## src/rtl/decode_queue.sv

```systemverilog
// decode_queue: RV32I (+ optional Zbb, M) decoder feeding a DEPTH-entry FIFO.
//
// Sits between fetch and operand read. Each accepted instruction is decoded
// combinationally and stored, together with its pc and raw word, in the tail
// entry. The head entry is presented on out_* one cycle after it was pushed.
// Illegal encodings are still queued, carrying out_illegal=1 and a neutral
// control bundle.
//
// Ports
//   clk, rst            clock (rising edge), asynchronous active-high reset
//   flush               drop every queued entry; a push in the same cycle is ignored
//   in_valid/in_ready   fetch-side handshake; in_ready depends only on occupancy
//   in_instr, in_pc     instruction word and its address
//   out_valid/out_ready consumer-side handshake for the head entry
//   out_*               decoded control bundle; all zero while out_valid=0
//   occupancy           number of entries held
//
// ALU_* encoding (out_alu_sel):
//   0 NOP   1 ADD   2 SUB   3 SLL   4 SLT   5 SLTU  6 XOR   7 SRL
//   8 SRA   9 OR   10 AND  11 ANDN 12 ORN  13 XNOR 14 MIN  15 MINU
//  16 MAX  17 MAXU 18 ROL  19 ROR  20 CLZ  21 CTZ  22 CPOP 23 SEXTB
//  24 SEXTH 25 ZEXTH 26 ORCB 27 REV8
// IMM_TYPE_* encoding (out_imm_sel): 0 I, 1 S, 2 B, 3 U, 4 J

module decode_queue #(
  parameter int DEPTH      = 2,
  parameter int ENABLE_ZBB = 1,
  parameter int ENABLE_M   = 0
) (
  input  logic                       clk,
  input  logic                       rst,
  input  logic                       flush,
  input  logic                       in_valid,
  output logic                       in_ready,
  input  logic [31:0]                in_instr,
  input  logic [31:0]                in_pc,
  output logic                       out_valid,
  input  logic                       out_ready,
  output logic [4:0]                 out_alu_sel,
  output logic                       out_alu_src,
  output logic                       out_alu_pc_src,
  output logic                       out_reg_write,
  output logic                       out_mem_read,
  output logic                       out_mem_write,
  output logic                       out_mem_to_reg,
  output logic                       out_branch,
  output logic                       out_jump,
  output logic [2:0]                 out_imm_sel,
  output logic                       out_md_en,
  output logic [2:0]                 out_md_op,
  output logic [2:0]                 out_funct3,
  output logic [4:0]                 out_rd,
  output logic [4:0]                 out_rs1,
  output logic [4:0]                 out_rs2,
  output logic [31:0]                out_pc,
  output logic [31:0]                out_instr,
  output logic                       out_illegal,
  output logic [$clog2(DEPTH+1)-1:0] occupancy
);

  localparam int OCC_W = $clog2(DEPTH + 1);
  localparam int PTR_W = (DEPTH > 1) ? $clog2(DEPTH) : 1;

  localparam logic [4:0] ALU_NOP = 5'd0,  ALU_ADD  = 5'd1,  ALU_SUB  = 5'd2,  ALU_SLL   = 5'd3;
  localparam logic [4:0] ALU_SLT = 5'd4,  ALU_SLTU = 5'd5,  ALU_XOR  = 5'd6,  ALU_SRL   = 5'd7;
  localparam logic [4:0] ALU_SRA = 5'd8,  ALU_OR   = 5'd9,  ALU_AND  = 5'd10, ALU_ANDN  = 5'd11;
  localparam logic [4:0] ALU_ORN = 5'd12, ALU_XNOR = 5'd13, ALU_MIN  = 5'd14, ALU_MINU  = 5'd15;
  localparam logic [4:0] ALU_MAX = 5'd16, ALU_MAXU = 5'd17, ALU_ROL  = 5'd18, ALU_ROR   = 5'd19;
  localparam logic [4:0] ALU_CLZ = 5'd20, ALU_CTZ  = 5'd21, ALU_CPOP = 5'd22, ALU_SEXTB = 5'd23;
  localparam logic [4:0] ALU_SEXTH = 5'd24, ALU_ZEXTH = 5'd25, ALU_ORCB = 5'd26, ALU_REV8 = 5'd27;

  localparam logic [2:0] IMM_TYPE_I = 3'd0, IMM_TYPE_S = 3'd1, IMM_TYPE_B = 3'd2;
  localparam logic [2:0] IMM_TYPE_U = 3'd3, IMM_TYPE_J = 3'd4;

  localparam logic [6:0] OPC_OP    = 7'b0110011, OPC_OPIMM = 7'b0010011, OPC_LOAD = 7'b0000011;
  localparam logic [6:0] OPC_STORE = 7'b0100011, OPC_BRANCH = 7'b1100011, OPC_JAL = 7'b1101111;
  localparam logic [6:0] OPC_JALR  = 7'b1100111, OPC_LUI   = 7'b0110111, OPC_AUIPC = 7'b0010111;

  // Full 12-bit immediates of the two OP-IMM/funct3=101 Zbb unary ops.
  localparam logic [11:0] IMM12_ORCB = 12'h287;
  localparam logic [11:0] IMM12_REV8 = 12'h698;

  typedef struct packed {
    logic [4:0]  alu_sel;
    logic        alu_src;
    logic        alu_pc_src;
    logic        reg_write;
    logic        mem_read;
    logic        mem_write;
    logic        mem_to_reg;
    logic        branch;
    logic        jump;
    logic [2:0]  imm_sel;
    logic        md_en;
    logic [2:0]  md_op;
    logic [2:0]  funct3;
    logic [4:0]  rd;
    logic [4:0]  rs1;
    logic [4:0]  rs2;
    logic [31:0] pc;
    logic [31:0] instr;
    logic        illegal;
  } entry_t;

  // ---------------------------------------------------------------- decode
  entry_t     dec;
  logic       is_zbb;
  logic       ill;
  logic [6:0] opc, f7;
  logic [2:0] f3;
  logic [4:0] rs2f;

  assign opc  = in_instr[6:0];
  assign f3   = in_instr[14:12];
  assign f7   = in_instr[31:25];
  assign rs2f = in_instr[24:20];

  always_comb begin
    dec        = '0;
    is_zbb     = 1'b0;
    ill        = 1'b0;
    dec.funct3 = f3;
    dec.rd     = in_instr[11:7];
    dec.rs1    = in_instr[19:15];
    dec.rs2    = rs2f;
    dec.pc     = in_pc;
    dec.instr  = in_instr;
    dec.imm_sel = IMM_TYPE_I;
    case (opc)
      OPC_OP: begin
        dec.reg_write = 1'b1;
        case (f7)
          7'b0000000: begin
            case (f3)
              3'b000: dec.alu_sel = ALU_ADD;
              3'b001: dec.alu_sel = ALU_SLL;
              3'b010: dec.alu_sel = ALU_SLT;
              3'b011: dec.alu_sel = ALU_SLTU;
              3'b100: dec.alu_sel = ALU_XOR;
              3'b101: dec.alu_sel = ALU_SRL;
              3'b110: dec.alu_sel = ALU_OR;
              3'b111: dec.alu_sel = ALU_AND;
            endcase
          end
          7'b0100000: begin
            case (f3)
              3'b000:  dec.alu_sel = ALU_SUB;
              3'b101:  dec.alu_sel = ALU_SRA;
              3'b100:  begin dec.alu_sel = ALU_XNOR; is_zbb = 1'b1; end
              3'b110:  begin dec.alu_sel = ALU_ORN;  is_zbb = 1'b1; end
              3'b111:  begin dec.alu_sel = ALU_ANDN; is_zbb = 1'b1; end
              default: ill = 1'b1;
            endcase
          end
          7'b0000001: begin
            if (ENABLE_M != 0) begin
              dec.md_en   = 1'b1;
              dec.md_op   = f3;
              dec.alu_sel = ALU_NOP;
            end else begin
              ill = 1'b1;
            end
          end
          7'b0000101: begin
            is_zbb = 1'b1;
            case (f3)
              3'b100:  dec.alu_sel = ALU_MIN;
              3'b101:  dec.alu_sel = ALU_MINU;
              3'b110:  dec.alu_sel = ALU_MAX;
              3'b111:  dec.alu_sel = ALU_MAXU;
              default: ill = 1'b1;
            endcase
          end
          7'b0110000: begin
            is_zbb = 1'b1;
            case (f3)
              3'b001:  dec.alu_sel = ALU_ROL;
              3'b101:  dec.alu_sel = ALU_ROR;
              default: ill = 1'b1;
            endcase
          end
          7'b0000100: begin
            is_zbb = 1'b1;
            if (f3 == 3'b100 && rs2f == 5'd0) dec.alu_sel = ALU_ZEXTH;
            else                             ill = 1'b1;
          end
          default: ill = 1'b1;
        endcase
      end
      OPC_OPIMM: begin
        dec.reg_write = 1'b1;
        dec.alu_src   = 1'b1;
        case (f3)
          3'b000: dec.alu_sel = ALU_ADD;
          3'b010: dec.alu_sel = ALU_SLT;
          3'b011: dec.alu_sel = ALU_SLTU;
          3'b100: dec.alu_sel = ALU_XOR;
          3'b110: dec.alu_sel = ALU_OR;
          3'b111: dec.alu_sel = ALU_AND;
          3'b001: begin
            // RV32 shamt is 5 bits, so instr[25]=1 lands in the illegal arm.
            if (f7 == 7'b0000000) begin
              dec.alu_sel = ALU_SLL;
            end else if (f7 == 7'b0110000) begin
              is_zbb = 1'b1;
              case (rs2f)
                5'd0:    dec.alu_sel = ALU_CLZ;
                5'd1:    dec.alu_sel = ALU_CTZ;
                5'd2:    dec.alu_sel = ALU_CPOP;
                5'd4:    dec.alu_sel = ALU_SEXTB;
                5'd5:    dec.alu_sel = ALU_SEXTH;
                default: ill = 1'b1;
              endcase
            end else begin
              ill = 1'b1;
            end
          end
          3'b101: begin
            if (f7 == 7'b0000000)                  dec.alu_sel = ALU_SRL;
            else if (f7 == 7'b0100000)             dec.alu_sel = ALU_SRA;
            else if (f7 == 7'b0110000)             begin dec.alu_sel = ALU_ROR;  is_zbb = 1'b1; end
            else if (in_instr[31:20] == IMM12_ORCB) begin dec.alu_sel = ALU_ORCB; is_zbb = 1'b1; end
            else if (in_instr[31:20] == IMM12_REV8) begin dec.alu_sel = ALU_REV8; is_zbb = 1'b1; end
            else                                   ill = 1'b1;
          end
        endcase
      end
      OPC_LOAD: begin
        dec.alu_sel    = ALU_ADD;
        dec.alu_src    = 1'b1;
        dec.mem_read   = 1'b1;
        dec.mem_to_reg = 1'b1;
        dec.reg_write  = 1'b1;
        if (f3 == 3'b011 || f3 == 3'b110 || f3 == 3'b111) ill = 1'b1;
      end
      OPC_STORE: begin
        dec.alu_sel   = ALU_ADD;
        dec.alu_src   = 1'b1;
        dec.mem_write = 1'b1;
        dec.imm_sel   = IMM_TYPE_S;
        if (f3 >= 3'b011) ill = 1'b1;
      end
      OPC_BRANCH: begin
        dec.branch  = 1'b1;
        dec.alu_sel = ALU_NOP;
        dec.imm_sel = IMM_TYPE_B;
        if (f3 == 3'b010 || f3 == 3'b011) ill = 1'b1;
      end
      OPC_JAL: begin
        dec.jump      = 1'b1;
        dec.reg_write = 1'b1;
        dec.alu_sel   = ALU_ADD;
        dec.imm_sel   = IMM_TYPE_J;
      end
      OPC_JALR: begin
        dec.jump      = 1'b1;
        dec.reg_write = 1'b1;
        dec.alu_src   = 1'b1;
        dec.alu_sel   = ALU_ADD;
        if (f3 != 3'b000) ill = 1'b1;
      end
      OPC_LUI, OPC_AUIPC: begin
        dec.reg_write  = 1'b1;
        dec.alu_src    = 1'b1;
        dec.alu_sel    = ALU_ADD;
        dec.imm_sel    = IMM_TYPE_U;
        dec.alu_pc_src = (opc == OPC_AUIPC);
      end
      default: ill = 1'b1;
    endcase

    if (is_zbb && ENABLE_ZBB == 0) ill = 1'b1;

    // Illegal entries still flow down the pipe but must not cause side effects.
    if (ill) begin
      dec.alu_sel    = ALU_NOP;
      dec.alu_src    = 1'b0;
      dec.alu_pc_src = 1'b0;
      dec.reg_write  = 1'b0;
      dec.mem_read   = 1'b0;
      dec.mem_write  = 1'b0;
      dec.mem_to_reg = 1'b0;
      dec.branch     = 1'b0;
      dec.jump       = 1'b0;
      dec.imm_sel    = IMM_TYPE_I;
      dec.md_en      = 1'b0;
      dec.md_op      = 3'b000;
      dec.illegal    = 1'b1;
    end
  end

  // ------------------------------------------------------------------ FIFO
  entry_t             mem_q [DEPTH];
  logic [PTR_W-1:0]   head_q, head_d, tail_q, tail_d;
  logic [OCC_W-1:0]   count_q, count_d;
  logic               push, pop;
  entry_t             head;

  function automatic logic [PTR_W-1:0] ptr_inc(input logic [PTR_W-1:0] p);
    return (p == PTR_W'(DEPTH - 1)) ? '0 : p + 1'b1;
  endfunction

  // in_ready looks only at the registered count, so a pop never frees a slot
  // for a push in the same cycle.
  assign in_ready  = (count_q != OCC_W'(DEPTH));
  assign out_valid = (count_q != '0);
  assign push      = in_valid && in_ready && !flush;
  assign pop       = out_valid && out_ready && !flush;

  always_comb begin
    head_d  = head_q;
    tail_d  = tail_q;
    count_d = count_q;
    if (flush) begin
      head_d  = '0;
      tail_d  = '0;
      count_d = '0;
    end else begin
      if (push) tail_d = ptr_inc(tail_q);
      if (pop)  head_d = ptr_inc(head_q);
      if (push && !pop)      count_d = count_q + 1'b1;
      else if (pop && !push) count_d = count_q - 1'b1;
    end
  end

  always_ff @(posedge clk or posedge rst) begin
    if (rst) begin
      head_q  <= '0;
      tail_q  <= '0;
      count_q <= '0;
    end else begin
      head_q  <= head_d;
      tail_q  <= tail_d;
      count_q <= count_d;
    end
  end

  // Storage needs no reset: its contents are never visible while empty.
  always_ff @(posedge clk) begin
    if (push) mem_q[tail_q] <= dec;
  end

  assign head = out_valid ? mem_q[head_q] : '0;

  assign out_alu_sel    = head.alu_sel;
  assign out_alu_src    = head.alu_src;
  assign out_alu_pc_src = head.alu_pc_src;
  assign out_reg_write  = head.reg_write;
  assign out_mem_read   = head.mem_read;
  assign out_mem_write  = head.mem_write;
  assign out_mem_to_reg = head.mem_to_reg;
  assign out_branch     = head.branch;
  assign out_jump       = head.jump;
  assign out_imm_sel    = head.imm_sel;
  assign out_md_en      = head.md_en;
  assign out_md_op      = head.md_op;
  assign out_funct3     = head.funct3;
  assign out_rd         = head.rd;
  assign out_rs1        = head.rs1;
  assign out_rs2        = head.rs2;
  assign out_pc         = head.pc;
  assign out_instr      = head.instr;
  assign out_illegal    = head.illegal;
  assign occupancy      = count_q;

endmodule
```

## config.mk

```make
export PLATFORM = sky130hd
export DESIGN_NAME = decode_queue
export DESIGN_NICKNAME = d
export VERILOG_FILES = /design/src/rtl/decode_queue.sv
export SDC_FILE = /design/constraint.sdc
export NUM_CORES = 1
export LEC_CHECK = 0
export ABC_CLOCK_PERIOD_IN_PS = 15300
export CORE_MARGIN = 4
export CORE_UTILIZATION = 55
export DETAILED_ROUTE_END_ITERATION = 8
export DONT_BUFFER_PORTS = 1
export PLACE_DENSITY = 0.71
export RECOVER_POWER = 50
export SLEW_MARGIN = 20
export SYNTH_ARGS = -nofsm -noshare
export SYNTH_HDL_FRONTEND = slang
export SYNTH_SLANG_ARGS = --single-unit
export TNS_END_PERCENT = 5
```

## constraint.sdc

```tcl
create_clock -name clk -period 15.3 [get_ports clk]
set_input_delay 4.59 -clock clk [delete_from_list [all_inputs] [get_ports clk]]
set_output_delay 4.59 -clock clk [all_outputs]
set_load 0.005 [all_outputs]
```

==> results.md, run 1 <==
- Result of the run: finished with violations
- Violations in the final reports: max-capacitance violations, max-slew violations
- RSZ-0062 raised after global routing: false
- Height of the die: 125 um
- Number of hold violations in the final report: 0
- Die span in x: 125 um
- WL/cell: 20.3 um
- Buffer levels on the longest clock path: 2
- Avg Synthesized Cell Area: 12.9 um2
- Number of nets with antenna violations after detailed routing: 0
- Worst Path Arrival: 2.44 ns
- CTS Sinks: 164
- Post-cts hold buffer count: 0
- Number of cell instances on the worst register-to-register path: 4
- Clock edge transition at the registers on the reported setup and hold paths: 0.06 ns
- End point of the worst hold path: tail_q$_DFFE_PP0P_
- Synthesized flop and latch total: 164
- Final cell count without fillers: 748
- Total track usage: 19.8%
- Clock period minus final worst setup slack: 7.03 ns
- First drt pass iteration count: 5
- Count of fill cells added during filler insertion: 1,024
- Crit share post-route: 45.9%
- Type of element capturing the critical path: output port
- Proportion of synthesized chip area in sequential cells: 64.9%
- Element type at the critical path start: register
- Type of the setup path with the least slack: register to output port
- Sum of overflow across all layers after global routing: 0
- Mapped Area: 7560 um2
- Detailed-route via count: 4,455
- Actual transition at the worst max-transition pin: 2.82 ns
- Drt drc: 0
- Number of violations reported at the end of detailed-routing iteration 0: 429
- Largest clock skew in the final design: 0.00673 ns
- Maximum number of pins on one net before global-route repair: 82
- Clock root buffer master: sky130_fd_sc_hd__clkbuf_16
- Achievable clock frequency: 142 MHz
- Launch instance of the worst register-to-register path: occupancy[0]$_DFFE_PP0P_
- Core area: 13,300 um2
- Min-Delay Startpoint: tail_q$_DFFE_PP0P_
- Final GP Congestion: 0.867
- Final antenna diode count: 0
- Worst max-slew margin expressed relative to the limit: -88.1%
- Area share of the largest cell type after synthesis: 63.6%
- Die ar.: 15,700 um2
- Boundary Pins: 176
- Pwr/cell area: 127 nW/um2
- End of the worst register-to-register path: mem_q[0][80]$_DFFE_PP_
- Most common cell after layout, fill and taps aside: sky130_fd_sc_hd__edfxtp_1
- Buffers inserted during post-CTS setup optimization: 0
- Async set or reset register ratio after synthesis: 2.44%
- CTS resizes: 0
- Count of unique library cells instantiated by Yosys: 57
- Total power: 1.03 mW
- Signed area change from the synthesized netlist to the final layout: 7.63%
- Gate count after technology mapping: 586
- Fin util: 61.0%
- Share of cells above drive strength 1: 7.87%
- Number of buffers inserted during clock tree synthesis: 17
- Detail Placement HPWL: 10.2 mm
- Final Slew Violations: 113
- Post-Route Setup TNS: 0 ns
- Highest-count cells in the layout ignoring fill and taps: sky130_fd_sc_hd__edfxtp_1, sky130_fd_sc_hd__nor2_1, sky130_fd_sc_hd__mux2i_1, sky130_fd_sc_hd__a21oi_1
- Initial antenna violation count: 0
- Via count of the first global-routing pass: 4,558
- Worst hold-check path type: register to register
- WL final: 15.2 mm
- Top cells by area in the synthesized netlist: sky130_fd_sc_hd__edfxtp_1, sky130_fd_sc_hd__mux2i_1, sky130_fd_sc_hd__nor2_1
- Standard-cell row count: 42
- PortBufs: 0
- Maximum fanout along the worst path: 50
- Final setup viols: 0
- Initial Util: 56.6%
- Req. time, crit path: 10.71 ns
- Worst vdd ir: 61.2 uV
- Placed Instances: 716
- Worst Hold Margin: 0.589 ns
- Max_cap viols: 3
- Number of H-tree branching levels: 4
- Most used DFF post-synth: sky130_fd_sc_hd__edfxtp_1
- Worst hold path stage count: 2
- Global-route wire length before repair: 24.2 mm
- Worst-case register-to-register setup slack: 11.74 ns
- Static leakage: 2.63 nW
- Number of synthesized flops with an enable pin: 160
- YS warnings: 0
- Largest area contributor in the netlist: sky130_fd_sc_hd__edfxtp_1
- Routed via count divided by cell count: 5.96
- Insertion delay to the later sink of the worst-skew pair: 0.42 ns
- Nets: 635
- Clock tree from TritonCTS: built
critical path, cell delays in order (launching register included):
cell and delay [ns]:
sky130_fd_sc_hd__dfrtp_4 0.77, sky130_fd_sc_hd__buf_4 0.74, sky130_fd_sc_hd__mux2i_1 0.32, sky130_fd_sc_hd__nor2_1 0.09
state kept, by name (all words and copies together), names as in the netlist:
name	count
tail_q	1
mem_q	160
occupancy	2
head_q	1
area by class of cell:
type | instances | area [um2] | area share (%)
timing repair buffer | 6 | 33.8 | 0.415
clock buffer | 17 | 425 | 5.23
inverter | 6 | 22.5 | 0.277
multi-input combinational | 364 | 2350 | 28.9
clock inverter | 15 | 178 | 2.18
sequential | 164 | 4910 | 60.3
tap | 176 | 220 | 2.71
metal layers:
metal	wire length (um)	track usage, %	vias up
li1	-	-	2077
met1	6030	23.9	2153
met2	7590	32.3	192
met3	1190	7.12	33
met4	347	8.55	0
met5	0	0	-
where the power goes:
group / leakage, nW / internal, mW / switching, mW / total [mW]
Clock: 0.299 / 0.258 / 0.170 / 0.428
Combinational: 0.788 / 0.0281 / 0.0522 / 0.0803
Sequential: 1.54 / 0.514 / 0.00824 / 0.522
kinds of logic (layout without fill, tap and decap cells):
group / count (synthesis) / count (layout) / share of synthesized area [%]
buffers and inverters: 61 / 44 / 4.30
DFF: 164 / 164 / 64.9
AOI/OAI and AO/OA: 64 / 64 / 5.68
muxes: 83 / 83 / 11.0
xor gates and xnor gates: 4 / 4 / 0.464
adders and majority gates: 7 / 7 / 1.16
and+or+nand+nor: 202 / 202 / 12.5
other: 1 / 4 / 0.0496
synthesized netlist by cell type, drive strengths merged (3+ instances only):
cell / n
nand3b: 4
inv: 5
dfrtp: 4
o211ai: 4
o22ai: 3
nor4: 4
a2bb2oi: 4
nor2: 120
a21oi: 19
buf: 34
ha: 7
mux2i: 83
and3: 3
nor3b: 5
edfxtp: 160
nand4: 3
clkbuf: 21
a211oi: 3
nand3: 11
or2: 3
nor2b: 3
nand2b: 7
o21ai: 16
xor2: 3
nor3: 12
nand2: 17
metrics by stage:
stage               area (um2)  setup slack [ns]
floorplan                 7570              4.16
global placement          7550              8.53
detailed placement        7550              8.45
CTS                       8160              8.19
global route              8140              8.06
finish                    8140              8.27
worst max-delay path by stage:
| stage | start | end | slack [ns] | depth (start not counted) |
|---|---|---|---|---|
| finish | head_q$_DFFE_PP0P_ | out_imm_sel[1] | 8.27 | 3 |
| global route | head_q$_DFFE_PP0P_ | out_alu_sel[4] | 8.06 | 3 |
| CTS | head_q$_DFFE_PP0P_ | out_alu_sel[4] | 8.19 | 3 |
| detailed placement | in_instr[12] | mem_q[1][97]$_DFFE_PP_ | 8.45 | 8 |
| global placement | in_instr[12] | mem_q[0][97]$_DFFE_PP_ | 8.53 | 8 |
| floorplan | in_valid | mem_q[1][0]$_DFFE_PP_ | 4.16 | 2 |
Power figures use the tool's default switching activity.
==> run 2, diff against run 1 <==
ABC_CLOCK_PERIOD_IN_PS = 5900   (was 15300)
PLACE_DENSITY = 0.74   (was 0.71)
clock period = 5.9 ns   (was 15.3 ns; I/O delays follow)
==> run 2 against run 1 <==
  * The flow still finishes with violations (max-capacitance violations, max-slew violations)
  * Sequential share of layout area grew 0.47 points
  * Clock power grew 130%
  * Worst hold slack gained 0.033 ns
  * Clock skew shrank 0.00092 ns
  * Utilization shrank 0.47 points
  * Sequential power grew to 2.6 times the previous value
  * Global-route usage shrank 0.49 points
  * Sequential cell count is the same
  * Critical endpoint is now out_alu_sel[0]
  * Cell count is the same
  * Via count grew 0.67%
  * Count of clock-buffer cells in the layout is the same
  * Largest power group unchanged
==> results.md, run 2 (synthesized netlist as in run 1, its figures left out) <==
- Height of the die: 125 um
- Pwr/cell area: 317 nW/um2
- CP Cell Sequence: buf_4 > mux2i_1 > nor2_1
- Buffers inserted during post-CTS setup optimization: 0
- Type of the setup path with the least slack: register to output port
- Final cell count without fillers: 748
- Worst Path Arrival: 2.45 ns
- Routed via count divided by cell count: 6.00
- Total track usage: 19.3%
- Sum of overflow across all layers after global routing: 0
- Share of cells above drive strength 1: 7.17%
- Worst max-slew margin expressed relative to the limit: -81.6%
- Clock root buffer master: sky130_fd_sc_hd__clkbuf_16
- WL/cell: 20.2 um
- Int Pwr: 1.98 mW
- Largest clock skew in the final design: 0.00581 ns
- Via count of the first global-routing pass: 4,326
- Buffer levels on the longest clock path: 2
- Max FFs per register: 160
- Clock edge transition at the registers on the reported setup and hold paths: 0.06 ns
- Count of fill cells added during filler insertion: 1,050
- Detailed-route via count: 4,485
- Flop pwr share: 53.2%
- Worst vdd ir: 166 uV
- Type of element capturing the critical path: output port
- Final Slew Violations: 116
- Drt drc: 0
- CTS resizes: 0
- Number of buffers inserted during clock tree synthesis: 17
- Detail Placement HPWL: 9.91 mm
- Largest register by flop count: mem_q
- PortBufs: 0
- Placed Instances: 716
- Combinational power share: 7.8%
- Critical-path cell with the highest stage delay: sky130_fd_sc_hd__dfrtp_4
- Clock tree from TritonCTS: built
- Number of H-tree branching levels: 4
- Initial Util: 56.6%
- Nets: 635
- Worst Hold Margin: 0.622 ns
- Die span in x: 125 um
- Fraction of power consumed by the clock network: 38.9%
- Number of hold violations in the final report: 0
- Clock period minus final worst setup slack: 4.22 ns
- Worst hold-check path type: register to register
- Number of nets with antenna violations after detailed routing: 0
- Req. time, crit path: 4.13 ns
- Die ar.: 15,700 um2
- Most common cell after layout, fill and taps aside: sky130_fd_sc_hd__edfxtp_1
- Number of violations reported at the end of detailed-routing iteration 0: 469
- Initial antenna violation count: 0
- Final setup viols: 0
- Standard-cell row count: 42
- Boundary Pins: 176
- Signed area change from the synthesized netlist to the final layout: 6.80%
- Post-cts hold buffer count: 0
- Max_cap viols: 3
- Violations in the final reports: max-capacitance violations, max-slew violations
- Actual transition at the worst max-transition pin: 2.72 ns
- Achievable clock frequency: 237 MHz
- Insertion delay to the later sink of the worst-skew pair: 0.42 ns
- CTS Sinks: 164
- Maximum number of pins on one net before global-route repair: 65
- First drt pass iteration count: 5
- Highest-count cells in the layout ignoring fill and taps: sky130_fd_sc_hd__edfxtp_1, sky130_fd_sc_hd__nor2_1, sky130_fd_sc_hd__mux2i_1, sky130_fd_sc_hd__a21oi_1
- Maximum fanout along the worst path: 64
- Switching fraction of total power: 22.7%
- Final GP Congestion: 0.890
- Global-route wire length before repair: 23.7 mm
- RSZ-0062 raised after global routing: false
- Final antenna diode count: 0
- Static leakage: 2.59 nW
- WL final: 15.1 mm
- Element type at the critical path start: register
- Result of the run: finished with violations
- Total net switching power: 0.582 mW
- Core area: 13,300 um2
- CP peak stage delay: 1.13 ns
- Crit share post-route: 71.6%
- Fin util: 60.5%
## run 2: changes by cell type in the layout (fill, tap and decap cells not counted), sizes merged
cell      delta
clkinv       +4
bufinv       -2
clkinvlp     +1
inv          -3
## run 2: cell type report
class                           instances  area [um2]  area share, %
Multi-Input combinational cell        364        2350           29.1
Tap cell                              176         220           2.73
Inverter                                6        22.5          0.279
Timing Repair Buffer                    6        33.8          0.418
Clock buffer                           17         425           5.27
Sequential cell                       164        4910           60.8
Clock inverter                         15         115           1.43
## run 2: per-stage QoR
step                      total power [mW]  area (um2)  TNS, ns  setup WS (ns)
final                                 2.56        8070        0           1.68
after global routing                  2.67        8070        0           1.53
after CTS                             2.59        8100        0           1.62
after detailed placement              1.59        7560        0           1.86
after global placement                1.59        7560        0           1.96
after floorplan                       1.57        7580  -160.38          -2.00
## run 2: final timing paths
path	start	end	slack (ns)	depth (start not counted)
worst max-delay path	head_q$_DFFE_PP0P_	out_alu_sel[0]	1.68	3
worst min-delay path	tail_q$_DFFE_PP0P_	tail_q$_DFFE_PP0P_	0.62	2
worst max register to register	occupancy[0]$_DFFE_PP0P_	mem_q[0][89]$_DFFE_PP_	2.37	4
worst min register to register	tail_q$_DFFE_PP0P_	tail_q$_DFFE_PP0P_	0.62	2
max in group asynchronous	rst	head_q$_DFFE_PP0P_	4.61	1
min in group asynchronous	rst	head_q$_DFFE_PP0P_	1.12	1
## run 2: power groups by stage
| stage | registers (mW) | clock network, mW | logic (mW) |
|---|---|---|---|
| final | 1.36 | 0.997 | 0.201 |
| after global routing | 1.37 | 1.08 | 0.224 |
| after CTS | 1.36 | 1.02 | 0.206 |
| after detailed placement | 1.39 | 0 | 0.206 |
| after global placement | 1.38 | 0 | 0.203 |
| after floorplan | 1.37 | 0 | 0.199 |
## run 2: critical path: cells and delay by family (launching register included)
| kind | cells | cell delay, ns |
|---|---|---|
| AND/OR/NAND/NOR | 1 | 0.09 |
| flip-flops | 1 | 1.13 |
| buffers and inverters | 1 | 0.46 |
| multiplexers | 1 | 0.29 |
## run 2: routing by layer
metal	up-vias	track usage (%)	routed length (um)
met5	-	0	0
met4	0	7.33	297
met3	26	6.23	1350
met1	2174	25.0	6090
met2	204	30.6	7340
li1	2081	-	-
